`src/rtl/alu_pkg.sv`:
```
// alu_pkg: ALU operation codes, RV32I opcode constants and the alternate funct7 encoding
package alu_pkg;
    localparam logic [5:0] ALU_ADD   = 6'd0;
    localparam logic [5:0] ALU_SUB   = 6'd1;
    localparam logic [5:0] ALU_XOR   = 6'd2;
    localparam logic [5:0] ALU_OR    = 6'd3;
    localparam logic [5:0] ALU_AND   = 6'd4;
    localparam logic [5:0] ALU_SLL   = 6'd5;
    localparam logic [5:0] ALU_SRL   = 6'd6;
    localparam logic [5:0] ALU_SRA   = 6'd7;
    localparam logic [5:0] ALU_SLT   = 6'd8;
    localparam logic [5:0] ALU_SLTU  = 6'd9;
    localparam logic [5:0] ALU_ADDI  = 6'd10;
    localparam logic [5:0] ALU_XORI  = 6'd11;
    localparam logic [5:0] ALU_ORI   = 6'd12;
    localparam logic [5:0] ALU_ANDI  = 6'd13;
    localparam logic [5:0] ALU_SLLI  = 6'd14;
    localparam logic [5:0] ALU_SRLI  = 6'd15;
    localparam logic [5:0] ALU_SRAI  = 6'd16;
    localparam logic [5:0] ALU_SLTI  = 6'd17;
    localparam logic [5:0] ALU_SLTIU = 6'd18;
    localparam logic [6:0] OPC_OP     = 7'b0110011;
    localparam logic [6:0] OPC_OP_IMM = 7'b0010011;
    localparam logic [6:0] FUNCT7_ALT = 7'b0100000;
endpackage

```
`src/rtl/alu_issue_stage_if.sv`:
```
// alu_issue_stage_if: ID/EX bus from the issue stage (master) to the ALU (slave)
interface alu_issue_stage_if #(parameter int XLEN = 32);
    logic            ex_valid;
    logic            ex_ready;
    logic [5:0]      alu_op;
    logic [XLEN-1:0] data_in_1;
    logic [XLEN-1:0] data_in_2;
    logic [4:0]      rd_addr;
    logic            reg_write;
    logic            illegal;
    modport master (output ex_valid, alu_op, data_in_1, data_in_2, rd_addr, reg_write, illegal, input ex_ready);
    modport slave (input ex_valid, alu_op, data_in_1, data_in_2, rd_addr, reg_write, illegal, output ex_ready);
endinterface

```
`src/rtl/alu_op_decode.sv`:
```
// alu_op_decode: maps OP / OP-IMM encodings to an ALU op code and operand-select flags
module alu_op_decode
    import alu_pkg::*;
(
    input  logic [31:0] instr,
    output logic [5:0]  alu_op,
    output logic        use_imm,
    output logic        is_shift,
    output logic        legal
);
    logic [6:0] opc;
    logic [6:0] f7;
    logic [2:0] f3;
    logic       is_op;
    logic       is_imm;
    logic       f7_zero;
    logic       f7_alt;
    logic       unused;
    assign opc      = instr[6:0];
    assign f3       = instr[14:12];
    assign f7       = instr[31:25];
    assign is_op    = opc == OPC_OP;
    assign is_imm   = opc == OPC_OP_IMM;
    assign f7_zero  = f7 == 7'd0;
    assign f7_alt   = f7 == FUNCT7_ALT;
    assign use_imm  = is_imm;
    assign is_shift = (is_op | is_imm) & (f3 == 3'd1 | f3 == 3'd5);
    assign unused   = ^instr[24:7];
    // funct7 must be zero except where it selects SUB/SRA/SRAI; unsupported encodings yield ALU_ADD
    always_comb begin
        alu_op = ALU_ADD;
        legal  = 1'b0;
        if (is_op) begin
            case (f3)
                3'd0: begin alu_op = f7_alt ? ALU_SUB : ALU_ADD; legal = f7_zero | f7_alt; end
                3'd1: begin alu_op = ALU_SLL;  legal = f7_zero; end
                3'd2: begin alu_op = ALU_SLT;  legal = f7_zero; end
                3'd3: begin alu_op = ALU_SLTU; legal = f7_zero; end
                3'd4: begin alu_op = ALU_XOR;  legal = f7_zero; end
                3'd5: begin alu_op = f7_alt ? ALU_SRA : ALU_SRL; legal = f7_zero | f7_alt; end
                3'd6: begin alu_op = ALU_OR;   legal = f7_zero; end
                default: begin alu_op = ALU_AND; legal = f7_zero; end
            endcase
        end else if (is_imm) begin
            case (f3)
                3'd0: begin alu_op = ALU_ADDI;  legal = 1'b1; end
                3'd1: begin alu_op = ALU_SLLI;  legal = f7_zero; end
                3'd2: begin alu_op = ALU_SLTI;  legal = 1'b1; end
                3'd3: begin alu_op = ALU_SLTIU; legal = 1'b1; end
                3'd4: begin alu_op = ALU_XORI;  legal = 1'b1; end
                3'd5: begin alu_op = f7_alt ? ALU_SRAI : ALU_SRLI; legal = f7_zero | f7_alt; end
                3'd6: begin alu_op = ALU_ORI;   legal = 1'b1; end
                default: begin alu_op = ALU_ANDI; legal = 1'b1; end
            endcase
        end
        if (!legal) alu_op = ALU_ADD;
    end
endmodule

```
`src/rtl/alu_issue_stage.sv`:
```
// alu_issue_stage: RV32I decode/issue stage feeding the ALU; ALU_ISSUE_ILLEGAL_EN issues unsupported encodings flagged illegal
module alu_issue_stage
    import alu_pkg::*;
#(
    parameter int XLEN = 32
) (
    input  logic            clock,
    input  logic            reset,
    input  logic            if_valid,
    input  logic [31:0]     if_instr,
    output logic            if_ready,
    output logic [4:0]      rs1_addr,
    output logic [4:0]      rs2_addr,
    input  logic [XLEN-1:0] rs1_data,
    input  logic [XLEN-1:0] rs2_data,
    input  logic            flush,
    alu_issue_stage_if.master ex
);
`ifdef ALU_ISSUE_ILLEGAL_EN
    localparam logic ILL_EN = 1'b1;
`else
    localparam logic ILL_EN = 1'b0;
`endif
    logic [5:0]      dec_op;
    logic            use_imm;
    logic            is_shift;
    logic            legal;
    logic            xfer;
    logic [XLEN-1:0] imm;
    logic [XLEN-1:0] op2;
    alu_op_decode u_dec (
        .instr    (if_instr),
        .alu_op   (dec_op),
        .use_imm  (use_imm),
        .is_shift (is_shift),
        .legal    (legal)
    );
    assign rs1_addr = if_instr[19:15];
    assign rs2_addr = if_instr[24:20];
    assign if_ready = reset | ex.ex_ready | ~ex.ex_valid;
    assign xfer     = if_valid & if_ready & ~reset;
    assign imm      = {{(XLEN-12){if_instr[31]}}, if_instr[31:20]};
    assign op2      = !legal ? '0
                    : is_shift ? {{(XLEN-5){1'b0}}, use_imm ? if_instr[24:20] : rs2_data[4:0]}
                    : use_imm ? imm : rs2_data;
    // ID/EX register: flush beats capture, capture beats hold, an idle ready cycle drains to a bubble
    always_ff @(posedge clock) begin
        if (reset) begin
            ex.ex_valid  <= 1'b0;
            ex.alu_op    <= '0;
            ex.data_in_1 <= '0;
            ex.data_in_2 <= '0;
            ex.rd_addr   <= '0;
            ex.reg_write <= 1'b0;
            ex.illegal   <= 1'b0;
        end else if (flush) begin
            ex.ex_valid  <= 1'b0;
            ex.reg_write <= 1'b0;
            ex.illegal   <= 1'b0;
        end else if (xfer) begin
            ex.ex_valid  <= legal | ILL_EN;
            ex.alu_op    <= dec_op;
            ex.data_in_1 <= legal ? rs1_data : '0;
            ex.data_in_2 <= op2;
            ex.rd_addr   <= if_instr[11:7];
            ex.reg_write <= legal & (if_instr[11:7] != 5'd0);
            ex.illegal   <= ILL_EN & ~legal;
        end else if (ex.ex_ready) begin
            ex.ex_valid  <= 1'b0;
        end
    end
endmodule

```
`src/flat_wrapper.sv`:
```
// flat-port wrapper written by rule: the top's interface ports become plain ports
module alu_issue_stage_flat import alu_pkg::*;
#(
    parameter int XLEN = 32
)
  (clock, reset, if_valid, if_instr, if_ready, rs1_addr, rs2_addr, rs1_data, rs2_data, flush, ex_ex_valid, ex_alu_op, ex_data_in_1, ex_data_in_2, ex_rd_addr, ex_reg_write, ex_illegal, ex_ex_ready);
  alu_issue_stage_if #(.XLEN(XLEN)) ex_i ();
  input  logic clock;
  input  logic reset;
  input  logic if_valid;
  input  logic [31:0] if_instr;
  output logic if_ready;
  output logic [4:0] rs1_addr;
  output logic [4:0] rs2_addr;
  input  logic [XLEN-1:0] rs1_data;
  input  logic [XLEN-1:0] rs2_data;
  input  logic flush;
  output wire logic [$bits(ex_i.ex_valid)-1:0] ex_ex_valid;
  output wire logic [$bits(ex_i.alu_op)-1:0] ex_alu_op;
  output wire logic [$bits(ex_i.data_in_1)-1:0] ex_data_in_1;
  output wire logic [$bits(ex_i.data_in_2)-1:0] ex_data_in_2;
  output wire logic [$bits(ex_i.rd_addr)-1:0] ex_rd_addr;
  output wire logic [$bits(ex_i.reg_write)-1:0] ex_reg_write;
  output wire logic [$bits(ex_i.illegal)-1:0] ex_illegal;
  input wire logic [$bits(ex_i.ex_ready)-1:0] ex_ex_ready;
  assign ex_ex_valid = ex_i.ex_valid;
  assign ex_alu_op = ex_i.alu_op;
  assign ex_data_in_1 = ex_i.data_in_1;
  assign ex_data_in_2 = ex_i.data_in_2;
  assign ex_rd_addr = ex_i.rd_addr;
  assign ex_reg_write = ex_i.reg_write;
  assign ex_illegal = ex_i.illegal;
  assign ex_i.ex_ready = ex_ex_ready;
  alu_issue_stage #(.XLEN(XLEN)) u_core (.clock(clock), .reset(reset), .if_valid(if_valid), .if_instr(if_instr), .if_ready(if_ready), .rs1_addr(rs1_addr), .rs2_addr(rs2_addr), .rs1_data(rs1_data), .rs2_data(rs2_data), .flush(flush), .ex(ex_i));
endmodule
```
`config.mk`:
```
export PLATFORM = sky130hd
export DESIGN_NAME = alu_issue_stage_flat
export DESIGN_NICKNAME = d
export VERILOG_FILES = /design/src/rtl/alu_pkg.sv /design/src/rtl/alu_issue_stage_if.sv /design/src/rtl/alu_op_decode.sv /design/src/rtl/alu_issue_stage.sv /design/src/flat_wrapper.sv
export SDC_FILE = /design/constraint.sdc
export NUM_CORES = 1
export LEC_CHECK = 0
export CAP_MARGIN = 0
export CORE_ASPECT_RATIO = 2
export CORE_UTILIZATION = 33
export DETAILED_ROUTE_END_ITERATION = 7
export PLACE_DENSITY_LB_ADDON = 0.12
export SLEW_MARGIN = 20
export SYNTH_ARGS = -nofsm -noshare
export SYNTH_HDL_FRONTEND = slang
export SYNTH_SLANG_ARGS = --single-unit
```
`constraint.sdc`:
```
create_clock -name clock -period 1.8 [get_ports clock]
set_clock_uncertainty 0.05 [all_clocks]
set_input_delay 0.36 -clock clock [delete_from_list [all_inputs] [get_ports clock]]
set_output_delay 0.36 -clock clock [all_outputs]
set_load 0.02 [all_outputs]
```
== Word-level counts from Yosys, hierarchy flattened ==
Cells that the tools add are included.
Word-level totals
  bits in registers: 77
  output and inout port bits: 89
  input port bits: 101
Operators by class
  bitwise operators: 12
  equal/unequal tests: 9
  reduce and logical (&&, ||, !) cells: 7
  multiplexer cells: 19
Operators with widths (number)
  32-bit two-way mux: 4
  5-bit one-hot mux with 7 select lines: 1
  4-bit one-hot mux with 7 select lines: 1
  5-bit two-way mux: 3
  7-bit by 6-bit equality test with 1-bit output (second input constant): 2
  6-bit two-way mux: 2
  3-bit equality test (second input constant): 3
  7-bit by 5-bit equality test with 1-bit output (second input constant): 1
  7-bit zero test: 1
  1-bit two-way mux: 7
  3-bit by 2-bit equality test with 1-bit output (second input constant): 2
  1-bit OR: 5
  5-bit nonzero test: 1
  1-bit bitwise AND: 4
  2-bit OR reduction: 2
  3-bit by 1-bit equality test with 1-bit output (second input constant): 1
  3-bit zero test: 1
  1-bit NOT: 3
  1-bit one-hot mux with 2 select lines: 1
  2-bit AND reduction: 1
  2-bit nonzero test: 1

== Longest topological paths before layout ==
  depth in word-level cells: 6
  gate-level depth with buffers: 7

== Hierarchy ==
A second synthesis with hierarchy kept.
Unflattened totals
  cell total of the unflattened synthesis: 384
  area, all modules: 3599.7 um^2
Modules (own cells, without submodules)
  alu_issue_stage: cells an instance 335, area an instance 3278.1 um^2, instances 1, seq. area each 1541.5 um^2
  alu_op_decode: cells an instance 49, area an instance 321.6 um^2, instances 1, seq. area each 0.0 um^2

== Worst setup path after synthesis ==
OpenSTA, ideal clock, no wires.
  path kind: input -> register
  from: in if_instr[6]
  to: reg u_core.ex.data_in_2[22]
  stages on the path: 6
  slack: 0.097 ns
  path buffers: 2
  arrival: 1.535 ns
  cells stage by stage: nor4b_2 nand4b_1 buf_2 buf_2 a21oi_1 o2bb2ai_1
On the way
  longest elaborated chain between the ends: 5
  elaborated cells on any way between the ends: 9
RTL lines
  start: declaration: line flat_wrapper.sv:11  | input logic [31:0] if_instr;
  7-bit by 6-bit equality test with 1-bit output or 7-bit by 5-bit equality test with 1-bit output (tied branches): line alu_op_decode.sv:22, alu_op_decode.sv:23
  1-bit OR: line alu_op_decode.sv:27  | assign is_shift = (is_op | is_imm) & (f3 == 3'd1 | f3 == 3'd5);
  1-bit bitwise AND: line alu_op_decode.sv:27
  32-bit two-way mux: line alu_issue_stage.sv:44  | : is_shift ? {{(XLEN-5){1'b0}}, use_imm ? if_instr[24:20] : rs2_data[4:0]}
  32-bit two-way mux *: line alu_issue_stage.sv:43  | assign op2 = !legal ? '0
  end signal: assignment: line alu_issue_stage.sv:64  | ex.data_in_2 <= op2;
  end: declaration: line alu_issue_stage_if.sv:11  | modport master (output ex_valid, alu_op, data_in_1, data_in_2, rd_addr, reg_write, illegal, input ex_ready);
Mark *: on every way between the ends. The rest lies on a longest branch, timed or not.
A chain may end at the register's enable or synchronous reset.

== Final worst setup path ==
  from: in if_instr[6]
  to: reg u_core.ex.data_in_1[30]
On the way
  longest elaborated chain between the ends: 4
  elaborated cells on any way between the ends: 5
RTL lines
  7-bit by 5-bit equality test with 1-bit output: line alu_op_decode.sv:23  | assign is_imm = opc == OPC_OP_IMM;
  1-bit two-way mux: line alu_op_decode.sv:44  | end else if (is_imm) begin
  1-bit two-way mux *: line alu_op_decode.sv:33  | if (is_op) begin
  32-bit two-way mux *: line alu_issue_stage.sv:63  | ex.data_in_1 <= legal ? rs1_data : '0;
  end signal: assignment: line alu_issue_stage.sv:63
  end: declaration: line alu_issue_stage_if.sv:11
Marks and branches as above.

==> qor.csv <==
stage,metric,value,unit
status,status,finished clean,
clock_tree,clk buf depth,2,
timing,Tmin final,1760,ps
die,full die area,9630,sq um
placed_design,post-detail-place hpwl,7.26,mm
drt,Antenna Nets Post-Route,0,
synth,"Warnings, synthesis",0,
synth,synthesized area,3040,sq um
clock_tree,clk sinks,76,
setup_path,Crit path largest cell delay,280,ps
die,Die X,69.9,microns
global_route,GRT overflow,0,
drt,vias per cell,5.04,
drt,Starting DRT DRC Count,113,
setup_path,CP max-delay cell,nor4b_4,
synth,sequential-to-total area share from yosys stat,50.0,%
cells_and_area,Final Core Density,61.8,%
synth,Post-Syn Instances,285,
clock_tree,clock-pin slew on the worst setup and hold paths,60,ps
timing,Final Hold Fails,0,
global_route,All-Layer GR Usage,20.4,%
setup_path,crit end category,register,
global_route,GRT met1 Usage,20.8,%
pwr,Pwr Total,0.00383,W
cells_and_area,Final #Nets,586,
global_route,initial antenna violation count,0,
setup_path,worst-path fanout max,5,
die,DIE HEIGHT,138,microns
timing,Final setup viols,0,
cells_and_area,most frequent cells in the layout,"clkdlybuf4s50_1, dfxtp_1, a22o_1",
die,I/O pins,190,
synth,count of cell types in the netlist,45,
hold_path,Min-Delay Path Class,input port to register,
pwr,Worst IR Drop VDD,0.000451,V
clock_tree,CTS root buf,clkbuf_16,
clock_tree,hold_buf cts,0,
drt,# DRC,0,
synth,Async SR Flop Fraction,0,%
hold_path,Hold Crit Depth,3,
clock_tree,TritonCTS clock tree,built,
cells_and_area,Area Overhead vs Synth,81.7,%
setup_path,critical path arrival,1990,ps
drt,Routed WL,9.71,mm
setup_path,Startpoint Class,input port,
cells_and_area,ANT cells,0,
drt,DRT Pass-1 Iters,6,
pwr,total power per unit cell area,693,nW/um^2
setup_path,Reg2Reg Depth,8,
clock_tree,"Clk Latency, worst-skew pair",330,ps
setup_path,Critical Path RT,2020,ps
global_route,first-pass GRT wire length,15.0,mm
timing,max-slew violations,0,
setup_path,crit path cell chain,dlygate4sd2_1 > nor4b_4 > and3_4 > and4b_4 > and2_4 > buf_6 > bufbuf_16 > a22o_1,
cells_and_area,filler cell count,790,
global_route,met2 Use GR,39.0,%
synth,synthesized area per cell,10.7,sq um
die,core box area,8950,sq um
synth,Main synth FF type,dfxtp_1,
setup_path,Crit Path Class,input port to register,
clock_tree,H-tree depth,3,
clock_tree,Num CTS Buffers,9,
placed_design,PortBufs,177,
cells_and_area,share of layout cells above drive strength 1,17.8,%
drt,via count,2983,
pwr,Leakage,2.19,nW
die,initial cell density of the core,34.0,%
cells_and_area,"commonest non-fill, non-tap cell in the layout",clkdlybuf4s50_1,
timing,period utilization,98.0,%
die,Core Rows,49,
timing,FMAX,0.567,GHz
global_route,Top Usage Layer GRT,met2,
synth,Yosys reg bits,76,
placed_design,GPL Wtd Cong,0.797,
drt,Wirelength per Cell,16.4,microns
global_route,largest net degree at the start of global routing,36,
global_route,GR Layer Usage met3,4.61,%
timing,worst hold slack,321,ps
global_route,vias in the first global route,2985,
flow_run,MaxCap Viol Count,0,
synth,number of synthesized flops with an enable pin,0,
stage by stage:
step	TNS [ps]	instance area, sq um	worst slack, ps	std cells
global placement	-27700	5030	-405	564
floorplan	0	3050	96.6	286
global route	-7.63	5530	-6.27	592
finish	0	5530	35.9	592
CTS	0	5490	21.7	590
detailed placement	-28440	5030	-421	564
cell usage after synthesis, types with 2 or more instances:
cell       instances  area (sq um)
and3_1             2          12.5
buf_2              7          35.0
dfxtp_1           76          1520
buf_12             2          40.0
or2_2              2          12.5
nand3_1            2          10.0
a22o_1            41           359
nand4b_1           2          17.5
nor2_1             7          26.3
clkbuf_1          10          37.5
nand2_1           12          45.0
buf_4             12          90.1
nand2b_1           6          37.5
a211oi_1           2          15.0
a31oi_1            2          12.5
and3b_1            2          17.5
a21oi_1           23           115
o21ai_0            8          40.0
mux2i_1            6          60.1
and2b_1            2          15.0
nor2b_1            2          12.5
inv_1              2          7.51
o2bb2ai_1         27           236
mux2_2             5          56.3
buf_8              3          45.0
worst paths after layout:
| path | startpoint | slack, ps | endpoint |
|---|---|---|---|
| max | if_instr[6] | 40 | u_core.ex.data_in_1[30] |
| min | if_instr[26] | 320 | u_core.ex.data_in_2[6] |
| max reg2reg | u_core.ex.ex_valid | 40 | u_core.ex.data_in_1[30] |
| min reg2reg | u_core.ex.data_in_2[29] | 410 | u_core.ex.data_in_2[29] |
critical path: cells and delay by family:
family | cells | cell delay, ps
AND/OR/NAND/NOR | 4 | 910
buffers and inverters | 3 | 600
AO/OA/AOI/OAI | 1 | 110
flip-flops by register name, summed over array words and instances, names as in the netlist:
register             count
u_core.ex.data_in_1     32
u_core.ex.data_in_2     32
u_core.ex.alu_op         5
u_core.ex.rd_addr        5
u_core.ex.ex_valid       1
u_core.ex.reg_write      1
kinds of logic (layout without fill, tap and decap cells):
group | Yosys count | after routing | synth area share, %
other | 1 | 2 | 0.123
AO/OA/AOI/OAI | 110 | 110 | 27.5
XOR/XNOR | 1 | 1 | 0.288
multiplexers | 11 | 11 | 3.82
flip-flops | 76 | 76 | 50.0
buffers and inverters | 37 | 241 | 8.51
AND/OR/NAND/NOR | 49 | 49 | 9.79
report_power, final:
group          internal (W)  switching (W)  leakage, nW
combinational      0.000277       0.000161         1.43
sequential          0.00169     0.00000355        0.613
clock              0.000979       0.000722        0.139
layer usage:
metal / part of all wire, % / wire length (microns) / vias to the layer above
met5: 0 / 0 / -
met1: 35 / 3390 / 1389
met4: 2.4 / 229 / 0
li1: - / - / 1460
met3: 5.3 / 514 / 16
met2: 57 / 5580 / 118
timing repair:
action	4_1_cts	5_1_grt
gates resized for setup	32	7
endpoints found under the hold margin	0	0
cloned	2	0
pin swaps	7	8
setup buffers	8	2
endpoints found under the setup margin	70	32
area by class of cell:
| class | instances | area (sq um) | area share, % |
|---|---|---|---|
| clock buffers | 10 | 239 | 4.32 |
| well taps | 102 | 128 | 2.31 |
| multi-input cells | 173 | 1340 | 24.1 |
| clock inverters | 6 | 47.5 | 0.860 |
| inverters | 2 | 7.51 | 0.136 |
| repair buffers | 223 | 2250 | 40.7 |
| flip-flops and latches | 76 | 1520 | 27.5 |
Note: power is estimated with default switching activity, not from simulation.
